===== src/rtl/pc_pkg.sv =====
// Shared definitions for the Gumnut program-counter sequencer and decoder.
package pc_pkg;

  localparam int DEFAULT_PC_W   = 12;
  localparam int DEFAULT_DISP_W = 8;

  typedef enum logic [3:0] {
    OP_NEXT = 4'd0,
    OP_JMP  = 4'd1,
    OP_JSB  = 4'd2,
    OP_RET  = 4'd3,
    OP_BZ   = 4'd4,
    OP_BNZ  = 4'd5,
    OP_BC   = 4'd6,
    OP_BNC  = 4'd7,
    OP_RETI = 4'd8,
    OP_ENAI = 4'd9,
    OP_DISI = 4'd10
  } pc_op_e;

endpackage


===== src/rtl/pc_sequencer_ret_stack.sv =====
// Hardware return stack for jsb/ret and interrupt entry.
// Push-when-full and pop-when-empty are ignored; the caller flags the error.
module ret_stack #(
  parameter int W     = 12,
  parameter int DEPTH = 8
) (
  input  logic         clk_i,
  input  logic         rst_ni,
  input  logic         push,
  input  logic         pop,
  input  logic [W-1:0] din,
  output logic [W-1:0] top,
  output logic         full,
  output logic         empty
);

  localparam int CW = $clog2(DEPTH + 1);
  localparam int IW = (DEPTH > 1) ? $clog2(DEPTH) : 1;

  logic [W-1:0]  mem_q [DEPTH];
  logic [CW-1:0] count_q, count_d;
  logic          do_push, do_pop;
  logic [IW-1:0] wr_idx, top_idx;

  assign full    = (count_q == CW'(DEPTH));
  assign empty   = (count_q == '0);
  assign do_push = push & ~full;
  assign do_pop  = pop & ~empty;
  assign wr_idx  = IW'(count_q);
  assign top_idx = IW'(count_q - CW'(1));
  assign top     = empty ? '0 : mem_q[top_idx];

  // Next entry count: a push and a pop are never requested together.
  always_comb begin
    count_d = count_q;
    if (do_push)     count_d = count_q + CW'(1);
    else if (do_pop) count_d = count_q - CW'(1);
  end

  // Entry count is control state; clearing it discards the contents.
  always_ff @(posedge clk_i or negedge rst_ni) begin
    if (!rst_ni) count_q <= '0;
    else         count_q <= count_d;
  end

  // Stack storage is pure data and carries no reset.
  always_ff @(posedge clk_i) begin
    if (do_push) mem_q[wr_idx] <= din;
  end

endmodule


===== src/rtl/pc_sequencer.sv =====
// Registered program-counter sequencer: next-PC selection, conditional
// branches, return stack for jsb/ret and a single maskable interrupt.
module pc_sequencer
  import pc_pkg::*;
#(
  parameter int              PC_W        = DEFAULT_PC_W,
  parameter int              DISP_W      = DEFAULT_DISP_W,
  parameter int              STACK_DEPTH = 8,
  parameter logic [PC_W-1:0] RESET_PC    = '0,
  parameter logic [PC_W-1:0] INT_VEC     = PC_W'(1)
) (
  input  logic              clk_i,
  input  logic              rst_ni,
  input  logic              en_i,
  input  logic [3:0]        op_i,
  input  logic              carry_i,
  input  logic              zero_i,
  input  logic [DISP_W-1:0] disp_i,
  input  logic [PC_W-1:0]   addr_i,
  input  logic              int_req_i,
  output logic [PC_W-1:0]   pc_o,
  output logic              int_en_o,
  output logic              int_ack_o,
  output logic              stack_full_o,
  output logic              stack_empty_o,
  output logic              stack_err_o
);

  // Two's-complement displacement widened to the PC width.
  function automatic logic [PC_W-1:0] sext_disp(input logic signed [DISP_W-1:0] d);
    logic signed [PC_W-1:0] ext;
    ext = PC_W'(d);
    return $unsigned(ext);
  endfunction

  logic [PC_W-1:0] pc_q, pc_d;
  logic            int_en_q, int_en_d;
  logic            int_ack_q, int_ack_d;
  logic            err_q, err_d;

  logic [PC_W-1:0] inc, btgt, op_next, stk_din, stk_top;
  logic            stk_push, stk_pop, stk_full, stk_empty;
  logic            err_set, take_int, int_blocked;
  logic signed [DISP_W-1:0] disp_s;

  assign disp_s      = disp_i;
  assign inc         = pc_q + PC_W'(1);
  assign btgt        = pc_q + sext_disp(disp_s);
  assign int_blocked = (op_i == OP_JSB) || (op_i == OP_RET) || (op_i == OP_RETI);
  // int_en_q is the pre-update value, so ENAI cannot take an interrupt itself.
  assign take_int    = en_i & int_en_q & int_req_i & ~stk_full & ~int_blocked;

  // Next PC, stack request and flag updates for the current operation.
  always_comb begin
    op_next   = inc;
    stk_push  = 1'b0;
    stk_pop   = 1'b0;
    stk_din   = inc;
    err_set   = 1'b0;
    int_en_d  = int_en_q;
    case (op_i)
      OP_JMP: op_next = addr_i;
      OP_JSB: begin
        op_next = addr_i;
        if (stk_full) err_set  = 1'b1;
        else          stk_push = 1'b1;
      end
      OP_RET, OP_RETI: begin
        if (stk_empty) err_set = 1'b1;
        else begin
          stk_pop = 1'b1;
          op_next = stk_top;
        end
        if (op_i == OP_RETI) int_en_d = 1'b1;
      end
      OP_BZ:   op_next = zero_i   ? btgt : inc;
      OP_BNZ:  op_next = !zero_i  ? btgt : inc;
      OP_BC:   op_next = carry_i  ? btgt : inc;
      OP_BNC:  op_next = !carry_i ? btgt : inc;
      OP_ENAI: int_en_d = 1'b1;
      OP_DISI: int_en_d = 1'b0;
      default: op_next = inc;
    endcase

    pc_d      = op_next;
    int_ack_d = 1'b0;
    if (take_int) begin
      stk_push  = 1'b1;
      stk_din   = op_next;
      pc_d      = INT_VEC;
      int_en_d  = 1'b0;
      int_ack_d = 1'b1;
    end

    err_d = err_q | err_set;

    if (!en_i) begin
      pc_d      = pc_q;
      int_en_d  = int_en_q;
      err_d     = err_q;
      int_ack_d = 1'b0;
      stk_push  = 1'b0;
      stk_pop   = 1'b0;
    end
  end

  // PC, interrupt enable, ack pulse and sticky error registers.
  always_ff @(posedge clk_i or negedge rst_ni) begin
    if (!rst_ni) begin
      pc_q      <= RESET_PC;
      int_en_q  <= 1'b0;
      int_ack_q <= 1'b0;
      err_q     <= 1'b0;
    end else begin
      pc_q      <= pc_d;
      int_en_q  <= int_en_d;
      int_ack_q <= int_ack_d;
      err_q     <= err_d;
    end
  end

  ret_stack #(
    .W     (PC_W),
    .DEPTH (STACK_DEPTH)
  ) u_ret_stack (
    .clk_i  (clk_i),
    .rst_ni (rst_ni),
    .push   (stk_push),
    .pop    (stk_pop),
    .din    (stk_din),
    .top    (stk_top),
    .full   (stk_full),
    .empty  (stk_empty)
  );

  assign pc_o          = pc_q;
  assign int_en_o      = int_en_q;
  assign int_ack_o     = int_ack_q;
  assign stack_full_o  = stk_full;
  assign stack_empty_o = stk_empty;
  assign stack_err_o   = err_q;

endmodule


===== config.mk =====
export PLATFORM = sky130hd
export DESIGN_NAME = pc_sequencer
export DESIGN_NICKNAME = d
export VERILOG_FILES = /design/src/rtl/pc_pkg.sv /design/src/rtl/pc_sequencer_ret_stack.sv /design/src/rtl/pc_sequencer.sv
export SDC_FILE = /design/constraint.sdc
export NUM_CORES = 1
export LEC_CHECK = 0
export ABC_AREA = 0
export ABC_CLOCK_PERIOD_IN_PS = 4050
export CORE_MARGIN = 2
export CORE_UTILIZATION = 50
export DETAILED_ROUTE_END_ITERATION = 10
export PLACE_DENSITY = 0.7
export REMOVE_ABC_BUFFERS = 1
export SLEW_MARGIN = 20
export SYNTH_ARGS = -nofsm -noshare
export SYNTH_HDL_FRONTEND = slang
export SYNTH_SLANG_ARGS = --single-unit

===== constraint.sdc =====
create_clock -name clk_i -period 4.05 [get_ports clk_i]
set_input_delay 1.215 -clock clk_i [delete_from_list [all_inputs] [get_ports clk_i]]
set_output_delay 1.215 -clock clk_i [all_outputs]
set_load 0.01 [all_outputs]

== Yosys cells after proc, flatten, opt, wreduce, memory -nomap -nowiden ==
Memories as Yosys holds them, arrays and structs flattened.
Cells that the tools add are included.

* Register bits after elaboration: 19
* Memories kept: 1
* Bits in writable memories: 96

* Bitwise logic cells: 10
* Reductions and logical operators: 8
* $add $sub $neg: 4
* Mux-type cells: 27
* Equality and inequality tests: 12

{| class="wikitable"
|+ Memory list
! memory !! words !! width !! read ports !! clocked after Yosys merged registers in !! wr ports !! line !! RTL
|-
| u_ret_stack.mem_q || 8 || 12 || 1 || 0 || 1 || pc_sequencer_ret_stack.sv:20 || <nowiki>logic [W-1:0] mem_q [DEPTH];</nowiki>
|}

{| class="wikitable"
|+ Operators by type and width
! kind !! number
|-
| 12-bit 2-to-1 mux || 7
|-
| 12-bit case mux with 6 select lines || 1
|-
| 4-bit by 3-bit == test with 1-bit output, second input constant || 4
|-
| 4-bit == test, second input constant || 4
|-
| 1-bit 2-to-1 mux || 15
|-
| 12-bit by 1-bit adder with 12-bit output, second input constant || 1
|-
| 12-bit adder || 1
|-
| 4-bit by 2-bit == test with 1-bit output, second input constant || 2
|-
| 4-bit 2-to-1 mux || 2
|-
| 1-bit bitwise AND || 6
|-
| 4-bit by 1-bit adder with 4-bit output, second input constant || 1
|-
| 4-bit by 1-bit == test with 1-bit output, second input constant || 1
|-
| 4-bit zero test || 1
|-
| 4-bit nonzero test || 1
|-
| 2-bit OR reduction || 2
|-
| 4-bit by 1-bit subtractor with 4-bit output, second input constant || 1
|-
| 3-bit inequality test, second input constant || 1
|-
| 1-bit NOT || 3
|-
| 1-bit case mux with 3 select lines || 1
|-
| 3-bit AND reduction || 1
|-
| 1-bit logical OR || 2
|-
| 1-bit case mux with 2 select lines || 1
|-
| 2-bit nonzero test || 1
|-
| 1-bit OR || 1
|}

== Depth between registers and ports, before layout ==
* Word-level depth: 10
* Depth in mapped cells: 11

== By module ==
Synthesis repeated with hierarchy kept, for this count alone.

* Cells, all modules: 479
* Area, all modules: 6115.9 µm²

{| class="wikitable"
|+ By module, submodules not included
! module !! instances !! sequential area each (µm²) !! cells an instance !! area each (µm²)
|-
| ret_stack || 1 || 2982.9 || 222 || 4053.9
|-
| pc_sequencer || 1 || 375.4 || 257 || 2062.0
|}

== Least setup slack after synthesis ==
Ideal clock, no wire load.

* Kind: input to register
* Start: input port op_i[3]
* End: memory u_ret_stack.mem_q[6][0], enable pin
* Arrival time: 3.099 ns
* Stages on the path: 6
* Buffers on the path: 1
* Library setup time: 0.399 ns
* Path slack: 0.552 ns
* Required time: 3.651 ns
* Path through: buf_4 nor2_1 a311o_1 a21oi_1 nand2_1 nor3b_1

* Longest elaborated chain between the ends: 10
* Elaborated cells on any way between the ends: 13

{| class="wikitable"
|+ Ends and longest elaborated chain
! element !! line !! RTL
|-
| start, declared || pc_sequencer.sv:15 || <nowiki>input logic [3:0] op_i,</nowiki>
|-
| 4-bit by 2-bit == test with 1-bit output (on tied branches) || pc_sequencer.sv:49, pc_sequencer.sv:61 ||
|-
| 1-bit logical OR (2 in a row) || pc_sequencer.sv:49 || <nowiki>assign int_blocked = (op_i == OP_JSB) || (op_i == OP_RET) || (op_i == OP_RETI);</nowiki>
|-
| 1-bit NOT || pc_sequencer.sv:51 || <nowiki>assign take_int = en_i & int_en_q & int_req_i & ~stk_full & ~int_blocked;</nowiki>
|-
| 1-bit bitwise AND || pc_sequencer.sv:51 ||
|-
| 1-bit 2-to-1 mux (*) || pc_sequencer.sv:87 || <nowiki>if (take_int) begin</nowiki>
|-
| 1-bit 2-to-1 mux (*) || pc_sequencer.sv:97 || <nowiki>if (!en_i) begin</nowiki>
|-
| 1-bit bitwise AND (*) || pc_sequencer_ret_stack.sv:27 || <nowiki>assign do_push = push & ~full;</nowiki>
|-
| 1-bit 2-to-1 mux (*) || pc_sequencer_ret_stack.sv:48 || <nowiki>if (do_push) mem_q[wr_idx] <= din;</nowiki>
|-
| 1-bit 2-to-1 mux (not written as such) (*) || pc_sequencer_ret_stack.sv:48 ||
|-
| end, declared || pc_sequencer_ret_stack.sv:20 ||
|}

Every way passes the cells marked *; elsewhere a longest branch is shown, timed or not.

== Final worst setup path ==
* Start: register u_ret_stack.count_q[0]
* End: output port stack_empty_o

* Longest elaborated chain between the ends: 1

{| class="wikitable"
|+ Ends and longest elaborated chain
! element !! line !! RTL
|-
| start, declared || pc_sequencer_ret_stack.sv:21 || <nowiki>logic [CW-1:0] count_q, count_d;</nowiki>
|-
| start signal, assigned || pc_sequencer_ret_stack.sv:43 || <nowiki>else count_q <= count_d;</nowiki>
|-
| 4-bit zero test || pc_sequencer_ret_stack.sv:26 || <nowiki>assign empty = (count_q == '0);</nowiki>
|-
| end, declared || pc_sequencer.sv:25 || <nowiki>output logic stack_empty_o,</nowiki>
|}

No other way between the ends.

==> metrics.csv <==
stage,metric,value,unit
global_route,first_global_vias,3979,
logic_synthesis,yosys-top-cells-area,"edfxtp_1 (49%), dfrtp_1 (8.1%), mux4_2 (6.5%), mux2i_1 (3.2%), mux4_1 (3.1%)",
routing,via_count,4009,
sta,setup_ws,387,ps
logic_synthesis,synthArstFlopShare,16.5,%
cts,clk_path_buf_depth,2,
critical_path,crit_buf_inv,3,
logic_synthesis,synth_edf_count,96,
routing,totalWireLength,13.8,mm
final_layout,area_growth,23.9,%
logic_synthesis,ys_ff_latch,115,
global_route,grt_util_met2,37.2,%
flow_run,maxCapViolCount,0,
place,place_congestion,1.00,
sta,fin_skew,6.11,ps
global_route,grt_antenna_before_repair,0,
cts,post_cts_resize_count,0,
critical_path,start_kind,flop,
critical_path,cpMaxStageDelayCell,clkdlybuf4s50_1,
min_path,hold_class,reg -> reg,
power_and_ir_drop,p_leak,2.67,nW
cts,htreeDepth,4,
logic_synthesis,ys_seq_area_share,56.9,%
cts,cts_tree,built,
routing,post-route-drc-count,0,
logic_synthesis,synth_top_area_share,48.9,%
sta,tns,0,ps
critical_path,arrival,2450,ps
global_route,grt_start_max_net_pins,32,
logic_synthesis,synth.avg_cell_area,13.9,µm²
global_route,use_met1,29.6,%
cts,post_cts_buffers,0,
logic_synthesis,yosysTopAreaCell,edfxtp_1,
global_route,grt_first_pass_wirelength,21.6,mm
floorplanning,fp.dieH,113,µm
global_route,grt.busiest_layer,met2,
critical_path,cp-end-kind,output pin,
logic_synthesis,yosys_warnings,0,
place,post-place-ws,52.1,ps
routing,drt-pass1-iter-count,7,
sta,setup_viol_count_final,0,
sta,max_slew_margin,52.3,%
run_status,outcome,"complete, no violations",
global_route,grtUsageMet3,4.75,%
logic_synthesis,ys.flop_type,edfxtp_1,
sta,drv_slew,0,
critical_path,worst-path-max-fanout,5,
floorplanning,core-area,11500,µm²
floorplanning,die_w,113,µm
routing,wl_per_cell,21.1,µm
cts,cts.sinks,115,
global_route,track_usage,22.6,%
global_route,grt-ovfl-total,0,
routing,drtIter0Drc,378,
critical_path,cpPeakStageDelay,560,ps
critical_path,critPathKind,reg -> out,
critical_path,path_delay_family,buffers and inverters,
sta,finalCritPeriodShare,90.4,%
sta,period_needed,3660,ps
sta,grt_setup_unrepaired,no,
critical_path,path_cells,inv_1 > ha_1 > or3b_1 > inv_2 > clkdlybuf4s50_1,
final_layout,nets,547,
final_layout,layout-drive-gt1-share,20.2,%
routing,viasPerCell,6.10,
floorplanning,start_util,51.4,%
routing,ant_nets,0,
power_and_ir_drop,cellPowerDensity,712,nW/µm²
cts,root_buffer,clkbuf_16,
final_layout,n_antenna_cell,0,
sta,fmax,273,MHz
logic_synthesis,postSynthCellCount,424,
cts,clkTransAtPathRegs,50,ps
cts,cts_hold_buffers,0,
cts,worstSkewPairLatency,410,ps
place,hpwl,9.34,mm
sta,hold_viol_final,0,
logic_synthesis,netlist_area,5900,µm²
sta,hold_ws,460,ps
power_and_ir_drop,vdd_ir_drop_max,0.345,mV
floorplanning,dieArea,12700,µm²
cts,numCtsBuffers,17,
sta,worst_pin_slew,695,ps
floorplanning,fp-row-count,39,
place,portBuffers,46,
floorplanning,ioPinCount,47,
logic_synthesis,synth_cell_type_count,64,
critical_path,cp.required,2830,ps
==> worst paths after layout <==
kind	slack, ps	from	end	cells after the start
setup / recovery	390	u_ret_stack.count_q[0]$_DFFE_PN0P_	stack_empty_o	5
hold reg to reg	460	stack_err_o$_DFFE_PN0P_	stack_err_o$_DFFE_PN0P_	1
min in group asynchronous	780	rst_ni	u_ret_stack.count_q[1]$_DFFE_PN0P_	1
hold / removal	460	stack_err_o$_DFFE_PN0P_	stack_err_o$_DFFE_PN0P_	1
max in group asynchronous	2910	rst_ni	pc_o[1]$_DFFE_PN0P_	1
setup reg to reg	900	u_ret_stack.count_q[1]$_DFFE_PN0P_	u_ret_stack.mem_q[5][3]$_DFFE_PP_	9
==> flip-flops by register name, summed over array words and instances (netlist names) <==
| signal | count |
|---|---|
| pc_o | 12 |
| u_ret_stack.count_q | 4 |
| stack_err_o | 1 |
| int_ack_o | 1 |
| int_en_o | 1 |
| u_ret_stack.mem_q | 96 |
==> routing by layer <==
metal / up-vias / wire length (µm)
li1: 1834 / -
met1: 2002 / 6060
met2: 144 / 6790
met3: 29 / 711
met4: 0 / 269
met5: - / 0
==> kinds of logic after synthesis <==
group / Yosys count / synth area share [%]
DFF: 115 / 56.9
xor gates and xnor gates: 24 / 3.56
AOI/OAI and AO/OA: 92 / 11.2
muxes: 46 / 13.5
adders and majority gates: 15 / 3.31
buffers and inverters: 40 / 3.31
and+or+nand+nor: 92 / 8.15
==> cell usage in the layout (no fill, tap or decap), types with 4 or more instances in the layout <==
cell | Yosys | layout
clkbuf_16 | 0 | 17
edfxtp_1 | 96 | 96
inv_1 | 18 | 18
o221ai_1 | 5 | 5
a21o_1 | 6 | 6
nand3_1 | 10 | 10
dfrtp_1 | 19 | 19
clkdlybuf4s50_1 | 0 | 45
o21a_1 | 4 | 4
buf_4 | 3 | 31
nand2_1 | 25 | 25
xor2_1 | 6 | 6
mux4_2 | 17 | 17
ha_1 | 14 | 14
xnor2_1 | 18 | 18
nor3_2 | 2 | 6
clkinv_4 | 0 | 5
a21oi_1 | 20 | 20
o21ai_0 | 8 | 8
nor3_1 | 8 | 4
mux2i_1 | 19 | 19
nand2b_1 | 4 | 4
nor2b_1 | 5 | 5
nor2_1 | 17 | 17
mux4_1 | 7 | 7
o22ai_1 | 18 | 18
a211oi_1 | 5 | 5
==> power by group <==
part           internal (mW)  total (mW)  switching (mW)
logic                  0.935        2.01            1.08
clock network          0.971        1.51           0.535
registers               1.55        1.68           0.139
total                   3.45        5.20            1.75
==> stage by stage <==
stage	util, %	std cells	power (mW)	cell area [µm²]
5_1_grt	63.7	657	5.47	7310
6_report	63.7	657	5.20	7310
4_1_cts	63.8	657	5.21	7310
2_1_floorplan	-	405	2.98	5780
3_5_place_dp	58.5	626	3.69	6710
3_3_place_gp	58.5	626	3.65	6710
==> cell type report <==
cell class | count | area [µm²]
fill | 841 | 4160
sequential | 115 | 3360
multi-input combinational | 269 | 2380
timing repair buffer | 78 | 708
clock buffer | 17 | 425
clock inverter | 14 | 180
tap | 143 | 179
inverter | 21 | 78.8
==> cells in the mapped netlist, types with 3 or more instances <==
cell type and number:
nand2b_1 4, xnor2_1 18, a31oi_1 3, o221ai_1 5, nand2_1 25, xor2_1 6, a221oi_2 3, inv_2 3
nor2b_1 5, buf_6 3, nand3b_1 3, buf_4 3, a21oi_1 20, o21a_1 4, buf_2 8, nor3_1 8
nor3b_1 3, inv_1 18, edfxtp_1 96, a21o_1 6, o21ai_0 8, a211oi_1 5, ha_1 14, mux4_1 7
nor2_1 17, nand3_1 10, mux2i_1 19, a211o_1 3, o22ai_1 18, clkbuf_1 3, mux4_2 17, dfrtp_1 19
Power figures use the tool's default switching activity.
